File: src/rtl/instr_fetch_unit.sv
// Instruction fetch front end: owns the PC, fetches over a valid/ready channel, holds the instruction.
// Optional macro FETCH_JUMP_EN resolves the j instruction (opcode 2) inside fetch.
module instr_fetch_unit #(
    parameter logic [31:0] RESET_PC = 32'h0000_0000
) (
    input  logic        clk,
    input  logic        rst,
    output logic        imem_req_valid,
    input  logic        imem_req_ready,
    output logic [31:0] imem_req_addr,
    input  logic        imem_rsp_valid,
    input  logic [31:0] imem_rsp_data,
    output logic [31:0] instr,
    output logic [31:0] instr_pc,
    output logic [5:0]  opcode,
    output logic        instr_valid,
    input  logic        instr_ready,
    input  logic        branch,
    input  logic        zero,
    output logic [31:0] fetch_count
);

    typedef enum logic [1:0] {
        IDLE = 2'd0,
        REQ  = 2'd1,
        WAIT = 2'd2,
        HOLD = 2'd3
    } fetchState_t;

    fetchState_t state;
    fetchState_t nextState;

    logic [31:0] pc;
    logic [31:0] instrReg;
    logic [31:0] instrPcReg;
    logic [31:0] fetchCountReg;
    logic [31:0] pcPlus4;
    logic [31:0] branchOffset;
    logic [31:0] nextPc;
    logic        handshake;

    always_ff @(posedge clk) begin
        if (rst) begin
            state <= IDLE;
        end else begin
            state <= nextState;
        end
    end

    always_comb begin
        nextState = state;
        case (state)
            IDLE:    nextState = REQ;
            REQ:     if (imem_req_valid && imem_req_ready) nextState = WAIT;
            WAIT:    if (imem_rsp_valid) nextState = HOLD;
            HOLD:    if (instr_ready) nextState = REQ;
            default: nextState = IDLE;
        endcase
    end

    always_comb begin
        imem_req_valid = (state == REQ);
        instr_valid    = (state == HOLD);
    end

    assign handshake    = instr_valid && instr_ready;
    assign pcPlus4      = instrPcReg + 32'd4;
    assign branchOffset = {{14{instrReg[15]}}, instrReg[15:0], 2'b00};

    // Branch/zero only matter at the handshake; the held instruction is stable throughout HOLD.
    always_comb begin
        nextPc = pcPlus4;
`ifdef FETCH_JUMP_EN
        if (instrReg[31:26] == 6'd2) begin
            nextPc = {pcPlus4[31:28], instrReg[25:0], 2'b00};
        end else if (branch && zero) begin
            nextPc = pcPlus4 + branchOffset;
        end
`else
        if (branch && zero) begin
            nextPc = pcPlus4 + branchOffset;
        end
`endif
    end

    // pc only moves at the handshake, so the request address is stable for all of REQ.
    always_ff @(posedge clk) begin
        if (rst) begin
            pc            <= {RESET_PC[31:2], 2'b00};
            instrReg      <= 32'd0;
            instrPcReg    <= {RESET_PC[31:2], 2'b00};
            fetchCountReg <= 32'd0;
        end else begin
            if (state == WAIT && imem_rsp_valid) begin
                instrReg   <= imem_rsp_data;
                instrPcReg <= pc;
            end
            if (handshake) begin
                pc            <= {nextPc[31:2], 2'b00};
                fetchCountReg <= fetchCountReg + 32'd1;
            end
        end
    end

    assign imem_req_addr = pc;
    assign instr         = instrReg;
    assign instr_pc      = instrPcReg;
    assign opcode        = instrReg[31:26];
    assign fetch_count   = fetchCountReg;

endmodule

File: config.mk
export PLATFORM = sky130hd
export DESIGN_NAME = instr_fetch_unit
export DESIGN_NICKNAME = d
export VERILOG_FILES = /design/src/rtl/instr_fetch_unit.sv
export SDC_FILE = /design/constraint.sdc
export NUM_CORES = 1
export LEC_CHECK = 0
export CORE_MARGIN = 2
export CORE_UTILIZATION = 38
export CTS_CLUSTER_SIZE = 30
export DETAILED_ROUTE_END_ITERATION = 10
export PLACE_DENSITY = 0.63
export RECOVER_POWER = 100
export SYNTH_ARGS = -nofsm -noshare
export SYNTH_HDL_FRONTEND = slang
export SYNTH_SLANG_ARGS = --single-unit
File: constraint.sdc
create_clock -name clk -period 4.4 [get_ports clk]
set_input_delay 0.66 -clock clk [delete_from_list [all_inputs] [get_ports clk]]
set_output_delay 0.66 -clock clk [all_outputs]
set_load 0.005 [all_outputs]
## Word level (Yosys, flattened, before mapping)

Index checks and enable logic that the tools add are counted.

| operators by class | value |
|---|---|
| add/subtract/negate cells | 3 |
| $mul | 0 |
| div/mod/pow operators | 0 |
| magnitude comparators | 0 |
| equality and inequality tests | 6 |
| shifts and indexed selects | 0 |
| multiplexer cells | 5 |
| bitwise gates (word level) | 0 |
| reduce and logical (&&, ||, !) cells | 6 |

Operator list:

| kind | count |
|---|---|
| adder 32 x 1 -> 32 bit, second input constant | 1 |
| adder 32 x 3 -> 32 bit, second input constant | 1 |
| adder 32 bit | 1 |
| two-way mux 32 bit | 1 |
| case mux 2 bit (4 select lines) | 1 |
| two-way mux 2 bit | 3 |
| equality test 2 bit, second input constant | 2 |
| logical AND 1 bit | 4 |
| != test 2 x 1 -> 1 bit, second input constant | 2 |
| AND reduction 3 bit | 1 |
| equality test 2 x 1 -> 1 bit, second input constant | 1 |
| logical NOT 2 bit | 1 |
| != test 2 bit, second input constant | 1 |

| word-level totals | value |
|---|---|
| bits in registers | 126 |
| bits in latches | 0 |
| bits in writable memories | 0 |
| ROM bits | 0 |
| input port bits | 39 |
| memories | 0 |

## Longest topological paths before layout

Gate-level depths: netlist of run 1.

| depth | value |
|---|---|
| depth in word-level cells | 4 |
| depth in mapped cells | 19 |

## Worst setup path after synthesis of run 1

No wires, ideal clock.

| path | value |
|---|---|
| kind | register -> register |
| start | reg instrPcReg[4], in the netlist instr_pc[4] |
| end | reg pc[30], in the netlist imem_req_addr[30] |
| setup time | 0.112 ns |
| data arrival time | 3.631 ns |
| data required time | 4.288 ns |
| slack | 0.657 ns |
| stages on the path, launching flop included | 18 |
| buffers on the path | 2 |
| clock period less this slack | 3.743 ns |
| cells stage by stage | dfxtp_1 > and3_1 > and3_1 > and3_1 > buf_4 > and2_1 > nor2b_1 > nand4_1 > xnor2_1 > ha_1 > buf_6 > nand4_2 > or4_4 > o311a_1 > o21ai_1 > a21o_1 > mux2i_1 > a2111oi_1 |

| on the way | value |
|---|---|
| word-level cells in the longest chain between the ends | 3 |

Ends and longest elaborated chain:

| what | RTL line | RTL |
|---|---|---|
| start, declared | 35 | `logic [31:0] instrPcReg;` |
| start signal, assigned | 91 | `instrPcReg <= {RESET_PC[31:2], 2'b00};` |
| start signal, assigned | 96 | `instrPcReg <= pc;` |
| adder 32 x 3 -> 32 bit * | 67 | `assign pcPlus4 = instrPcReg + 32'd4;` |
| adder 32 bit | 81 | `nextPc = pcPlus4 + branchOffset;` |
| two-way mux 32 bit * | 80 | `if (branch && zero) begin` |
| end signal, assigned | 89 | `pc <= {RESET_PC[31:2], 2'b00};` |
| end signal, assigned | 99 | `pc <= {nextPc[31:2], 2'b00};` |
| end, declared | 33 | `logic [31:0] pc;` |

Mark *: on every way between the ends. The rest lies on a longest branch, timed or not.
A chain may end at the register's enable or synchronous reset.

## Worst setup path in the final report of run 1

| path | value |
|---|---|
| start | reg instrPcReg[5], in the netlist instr_pc[5] |
| end | reg pc[30], in the netlist imem_req_addr[30] |

The elaborated chain is that of the path after synthesis.

==> results of run 1 <==
## layer usage
metal | track usage, % | vias to the layer above | part of all wire [%]
li1 | - | 3378 | -
met1 | 26.5 | 3082 | 47
met2 | 34.5 | 144 | 47
met3 | 5.10 | 19 | 4.8
met4 | 6.00 | 0 | 1.2
met5 | 0 | - | 0
## timing repair
| action | CTS | global route |
|---|---|---|
| resized for setup | 0 | 5 |
| hold buffers | 0 | 0 |
| endpoints found under the setup margin | 0 | 2 |
| endpoints found under the hold margin | 0 | 0 |
## layout make-up
type	count	area (µm²)	area share (%)
inverter	11	41.3	0.434
tap	229	287	3.01
multi-input combinational	704	4250	44.7
clock inverter	13	186	1.96
sequential	126	2520	26.6
clock buffer	19	453	4.77
timing repair buffer	181	1770	18.6
## flip-flops by register name, summed over array words and instances (netlist names)
signal / flops
state: 2
imem_req_addr: 30
instr_pc: 30
fetch_count: 32
instr: 32
## layout by cell type (no fill, tap or decap), types with 9 or more instances in the layout
| master | instances |
|---|---|
| dlygate4sd3_1 | 130 |
| a311oi_1 | 11 |
| nand3_1 | 23 |
| clkbuf_16 | 17 |
| clkdlybuf4s50_1 | 39 |
| a21oi_1 | 109 |
| nand2_1 | 185 |
| inv_1 | 11 |
| a21o_1 | 19 |
| nor2_1 | 78 |
| xnor2_1 | 45 |
| a211oi_1 | 12 |
| dfxtp_1 | 125 |
| nand4_1 | 15 |
| o21ai_0 | 25 |
| and3_1 | 13 |
| xor2_1 | 35 |
| ha_1 | 41 |
| nor3_1 | 9 |
## path summary, 6_finish.rpt
check / start / endpoint / slack, ps / cells past startpoint
worst min register to register: instr[25]$_SDFFE_PP0P_ / instr[25]$_SDFFE_PP0P_ / 450 / 2
worst min-delay path: instr[25]$_SDFFE_PP0P_ / instr[25]$_SDFFE_PP0P_ / 450 / 2
worst max-delay path: instr_pc[5]$_SDFFE_PP0P_ / imem_req_addr[30]$_SDFFE_PP0P_ / 260 / 15
worst max register to register: instr_pc[5]$_SDFFE_PP0P_ / imem_req_addr[30]$_SDFFE_PP0P_ / 260 / 15
## critical path: stages (launching register included)
cell	delay, ps
dfxtp_1	410
and3_1	220
and3_1	210
and3_4	250
and2_1	210
nor2b_1	190
nand4_1	130
xnor2_1	180
ha_2	420
nand4_2	140
or4_4	500
o311a_1	340
o21ai_1	170
a21o_1	150
mux2i_1	70
a2111oi_1	420
## logic make-up after synthesis
| kind of cell | Yosys count | synth area share (%) |
|---|---|---|
| compound gates | 209 | 18.2 |
| xor+xnor | 82 | 10.3 |
| fa+ha+maj | 43 | 7.70 |
| buf+inv | 64 | 4.62 |
| flops | 126 | 35.6 |
| mux | 3 | 0.424 |
| other cells | 1 | 0.0529 |
| simple gates | 363 | 23.1 |
## where the power goes
part	internal, mW	switching (mW)
sequential	1.21	0.0645
clock	0.979	0.545
combinational	0.249	0.322
## metrics by stage
stage	cell area, µm²	setup slack (ps)	power [mW]	cells	hold slack (ps)
floorplan	7100	657	1.63	894	453
global placement	8880	270	1.91	1251	441
detailed placement	8880	147	1.91	1251	450
CTS	9520	116	3.44	1283	457
global route	9500	5.85	3.53	1283	465
finish	9500	262	3.37	1283	448
==> impl_metrics.json, run 1 <==
{
  "status": "complete, but fails checks",
  "violations": "capacitance limit, slew limit",
  "yosysTopAreaCell": "dfxtp_1",
  "avgSynthCellArea_um2": 7.96,
  "grt_pass1_wl_um": 32900,
  "arrival_ps": 4420,
  "die-area_um2": 19800,
  "globalRouteOverflowTotal": 0,
  "synth_top_area_share_pct": 35.6,
  "synth_cell_types": 65,
  "cap_violations": 2,
  "leakagePower_nw": 4.05,
  "portBuffers": 170,
  "yosys_warnings": 0,
  "rows": 49,
  "rsz0062_at_grt": "false",
  "cts_tree": "yes",
  "power_density_nw_per_um2": 355,
  "antenna_found_initial": 0,
  "pin_count": 175,
  "hold_class": "reg -> reg",
  "cts.htree.levels": 4,
  "drv_slew": 84,
  "peakVddDrop_mv": 0.262,
  "cts-root-buf": "clkbuf_16",
  "routabilityCongestion": 0.924,
  "wire_per_inst_um": 15.9,
  "netlist_area_um2": 7090,
  "drive_above_1_share_pct": 6.26,
  "insertion_delay_ps": 420,
  "postCtsSetupBuffers": 0,
  "antenna_left": 0,
  "core_area_um2": 18100,
  "critical_path_class": "reg -> reg",
  "start_util_pct": 39.1,
  "cts_buffers": 17,
  "clkSlewWorstSetupHoldPaths_ps": 60,
  "max-slew-margin-rel_pct": -34.0,
  "clockBufferDepth": 2,
  "via_per_inst": 5.16,
  "cts_sinks": 126,
  "seq_area_frac_synth_pct": 35.6,
  "start_kind": "register",
  "ys_ff_latch": 126,
  "nets": 1123,
  "hold_violations": 0,
  "tns_ps": 0,
  "synth_ff_type": "dfxtp_1",
  "drtIter0Drc": 308,
  "drc_errors": 0,
  "synth_area_leaders": "dfxtp_1, nand2_1, a21oi_1, ha_1, xnor2_1",
  "finalCritPeriodShare_pct": 94.0,
  "worstPathMaxFanout": 7,
  "drtPass1Iterations": 5,
  "synth_edf_count": 0,
  "wirelength_um": 20400,
  "vias": 6623,
  "fill_cells": 1755,
  "grt_max_degree": 79,
  "worst_pin_slew_ps": 2010,
  "synth_commonest_cells": "nand2_1, dfxtp_1, a21oi_1, nor2_1, xnor2_1",
  "fmax_ghz": 0.242,
  "grt_pass1_vias": 6310,
  "postSynthCellCount": 891,
  "final_util_pct": 52.4,
  "area_growth_pct": 34.1,
  "final.setup_skew_ps": 11.9,
  "crit_required_ps": 4680,
  "die_h_um": 141,
  "fin_crit_ps": 4140,
  "die_w_um": 141,
  "hpwlAfterDp_um": 14500,
  "grt_use_total_pct": 20.6,
  "setup_viol_count_final": 0,
  "synth-async-reset-ratio_pct": 0,
  "n_antenna_cell": 0,
  "yosysMostFrequentCell": "nand2_1",
  "endpoint_kind": "register"
}
(Power assumes the default switching activity.)
==> inputs of run 2 (changes only) <==
--- a/config.mk
+++ b/config.mk
@@ -6,10 +6,10 @@
 export NUM_CORES = 1
 export LEC_CHECK = 0
 export CORE_MARGIN = 2
-export CORE_UTILIZATION = 38
+export CORE_UTILIZATION = 37
 export CTS_CLUSTER_SIZE = 30
 export DETAILED_ROUTE_END_ITERATION = 10
-export PLACE_DENSITY = 0.63
+export PLACE_DENSITY = 0.62
 export RECOVER_POWER = 100
 export SYNTH_ARGS = -nofsm -noshare
 export SYNTH_HDL_FRONTEND = slang
==> impl_metrics.json, run 2 (synthesis results as in run 1) <==
{
  "pin_count": 175,
  "path_depth": 15,
  "timing.hold.ws_ps": 450,
  "hold_depth": 2,
  "globalRouteOverflowTotal": 0,
  "antenna_left": 0,
  "p_comb_share_pct": 16.9,
  "grt_pass1_vias": 6093,
  "crit_required_ps": 4720,
  "core_area_um2": 18800,
  "worstPathMaxFanout": 7,
  "drtPass1Iterations": 4,
  "wire_per_inst_um": 15.9,
  "clockBufferDepth": 2,
  "status": "complete, but fails checks",
  "p_sw_mw": 0.977,
  "routabilityCongestion": 0.917,
  "start_util_pct": 37.8,
  "drc_errors": 0,
  "tns_ps": 0,
  "fin_crit_ps": 4120,
  "reg2reg_to": "imem_req_addr[30]$_SDFFE_PP0P_",
  "n_antenna_cell": 0,
  "cts-root-buf": "clkbuf_16",
  "crit_chain": "and3_1 > and3_1 > and3_2 > and2_1 > nor2b_2 > nand4_1 > xnor2_1 > ha_2 > nand4_2 > or4_4 > o311a_1 > o21ai_1 > a21o_1 > mux2i_1 > a2111oi_1",
  "violations": "capacitance limit, slew limit",
  "hold_class": "reg -> reg",
  "startpoint": "instr_pc[5]$_SDFFE_PP0P_",
  "wirelength_um": 20500,
  "finalCritPeriodShare_pct": 93.6,
  "total_power_mw": 3.35,
  "antenna_found_initial": 0,
  "postCtsSetupBuffers": 0,
  "switching_share_pct": 29.1,
  "reg2reg_depth": 15,
  "cap_violations": 1,
  "grt_pass1_wl_um": 32500,
  "fmax_ghz": 0.243,
  "vias": 6612,
  "die_h_um": 142,
  "leakagePower_nw": 4.07,
  "area_growth_pct": 34.1,
  "grt_use_total_pct": 20.3,
  "pwr-share-seq_pct": 38.1,
  "cts.htree.levels": 4,
  "endpoint_kind": "register",
  "nets": 1124,
  "drv_slew": 63,
  "cp_common_cell": "and3_1",
  "cts_buffers": 17,
  "cts_sinks": 126,
  "final_cell_mix": "nand2_1, dlygate4sd3_1, dfxtp_1",
  "cts_tree": "yes",
  "portBuffers": 170,
  "crit_path_end": "imem_req_addr[30]$_SDFFE_PP0P_",
  "cp_slowest_cell": "or4_4",
  "reg2reg_slack_ps": 280,
  "hold_violations": 0,
  "max-slew-margin-rel_pct": -86.1,
  "final_common_cell": "nand2_1",
  "rsz0062_at_grt": "false",
  "arrival_ps": 4430,
  "insertion_delay_ps": 430,
  "cp_top_family": "simple AND/OR/NAND/NOR gates",
  "ctsHoldBuffers": 0,
  "path_buf_inv": 0,
  "clkPwrFrac_pct": 45.0,
  "via_per_inst": 5.13,
  "die-area_um2": 20300,
  "power_density_nw_per_um2": 353,
  "r2r_start": "instr_pc[5]$_SDFFE_PP0P_",
  "setup_viol_count_final": 0,
  "critical_path_class": "reg -> reg",
  "worst_pin_slew_ps": 2790,
  "final.setup_skew_ps": 9.63,
  "clkSlewWorstSetupHoldPaths_ps": 70,
  "rows": 50,
  "drive_above_1_share_pct": 6.64,
  "hpwlAfterDp_um": 14400,
  "die_w_um": 142,
  "internal_power_mw": 2.37,
  "peakVddDrop_mv": 0.257,
  "start_kind": "register",
  "drtIter0Drc": 404,
  "grt_max_degree": 63,
  "cpPeakStageDelay_ps": 500
}
-- run 2: cell types whose count changed in the layout (fill, tap and decap cells not counted), sizes merged --
cell / change
clkinvlp: -2
clkdlybuf4s50: -1
buf: +1
inv: +4
dlygate4sd3: +1
clkbuf: -1
bufinv: -1
-- run 2: area by class of cell --
type,instances,area (µm²)
Multi-Input combinational cell,704,4260
Inverter,11,41.3
Clock buffer,18,439
Fill cell,1818,9260
Clock inverter,14,180
Timing Repair Buffer,182,1780
Tap cell,234,293
Sequential cell,126,2520
-- run 2: how the worst min path moves through the flow --
stage	startpoint	to
after global routing	instr[20]$_SDFFE_PP0P_	instr[20]$_SDFFE_PP0P_
final	instr[20]$_SDFFE_PP0P_	instr[20]$_SDFFE_PP0P_
after CTS	instr[20]$_SDFFE_PP0P_	instr[20]$_SDFFE_PP0P_
after floorplan	instr[16]$_SDFFE_PP0P_	instr[16]$_SDFFE_PP0P_
after detailed placement	instr[20]$_SDFFE_PP0P_	instr[20]$_SDFFE_PP0P_
after global placement	instr[21]$_SDFFE_PP0P_	instr[21]$_SDFFE_PP0P_
-- run 2: routing by layer --
| layer | wire length, µm | part of all wire, % | GRT usage (%) |
|---|---|---|---|
| met1 | 9610 | 47 | 26.9 |
| met2 | 9700 | 47 | 33.2 |
| met3 | 956 | 4.7 | 5.01 |
| met4 | 211 | 1.0 | 5.16 |
| met5 | 0 | 0 | 0 |
-- run 2: stage by stage --
stage / utilization, % / cells / setup slack (ps) / area, µm²
final: 50.7 / 1289 / 283 / 9510
after global routing: 50.7 / 1289 / 11.4 / 9510
after CTS: 50.7 / 1289 / 155 / 9520
after detailed placement: 47.4 / 1257 / 170 / 8900
after global placement: 47.4 / 1257 / 268 / 8900
after floorplan: - / 894 / 657 / 7100
-- run 2: tightest hold or removal path, delay by kind of cell, from the launching register on --
kind            cells  cell delay (ps)
flops               1              300
simple gates        1               50
compound gates      1               50
-- run 2: repair_timing --
item,CTS,global route
hold endpoints to repair,0,0
setup endpoints to repair,0,3
resized for setup,0,3
-- run 2: power by group through the flow --
stage / combinational [mW] / clock [mW] / sequential, mW
floorplan: 0.336 / 0 / 1.30
global placement: 0.596 / 0 / 1.30
detailed placement: 0.597 / 0 / 1.30
CTS: 0.603 / 1.54 / 1.28
global route: 0.631 / 1.59 / 1.29
finish: 0.566 / 1.51 / 1.28
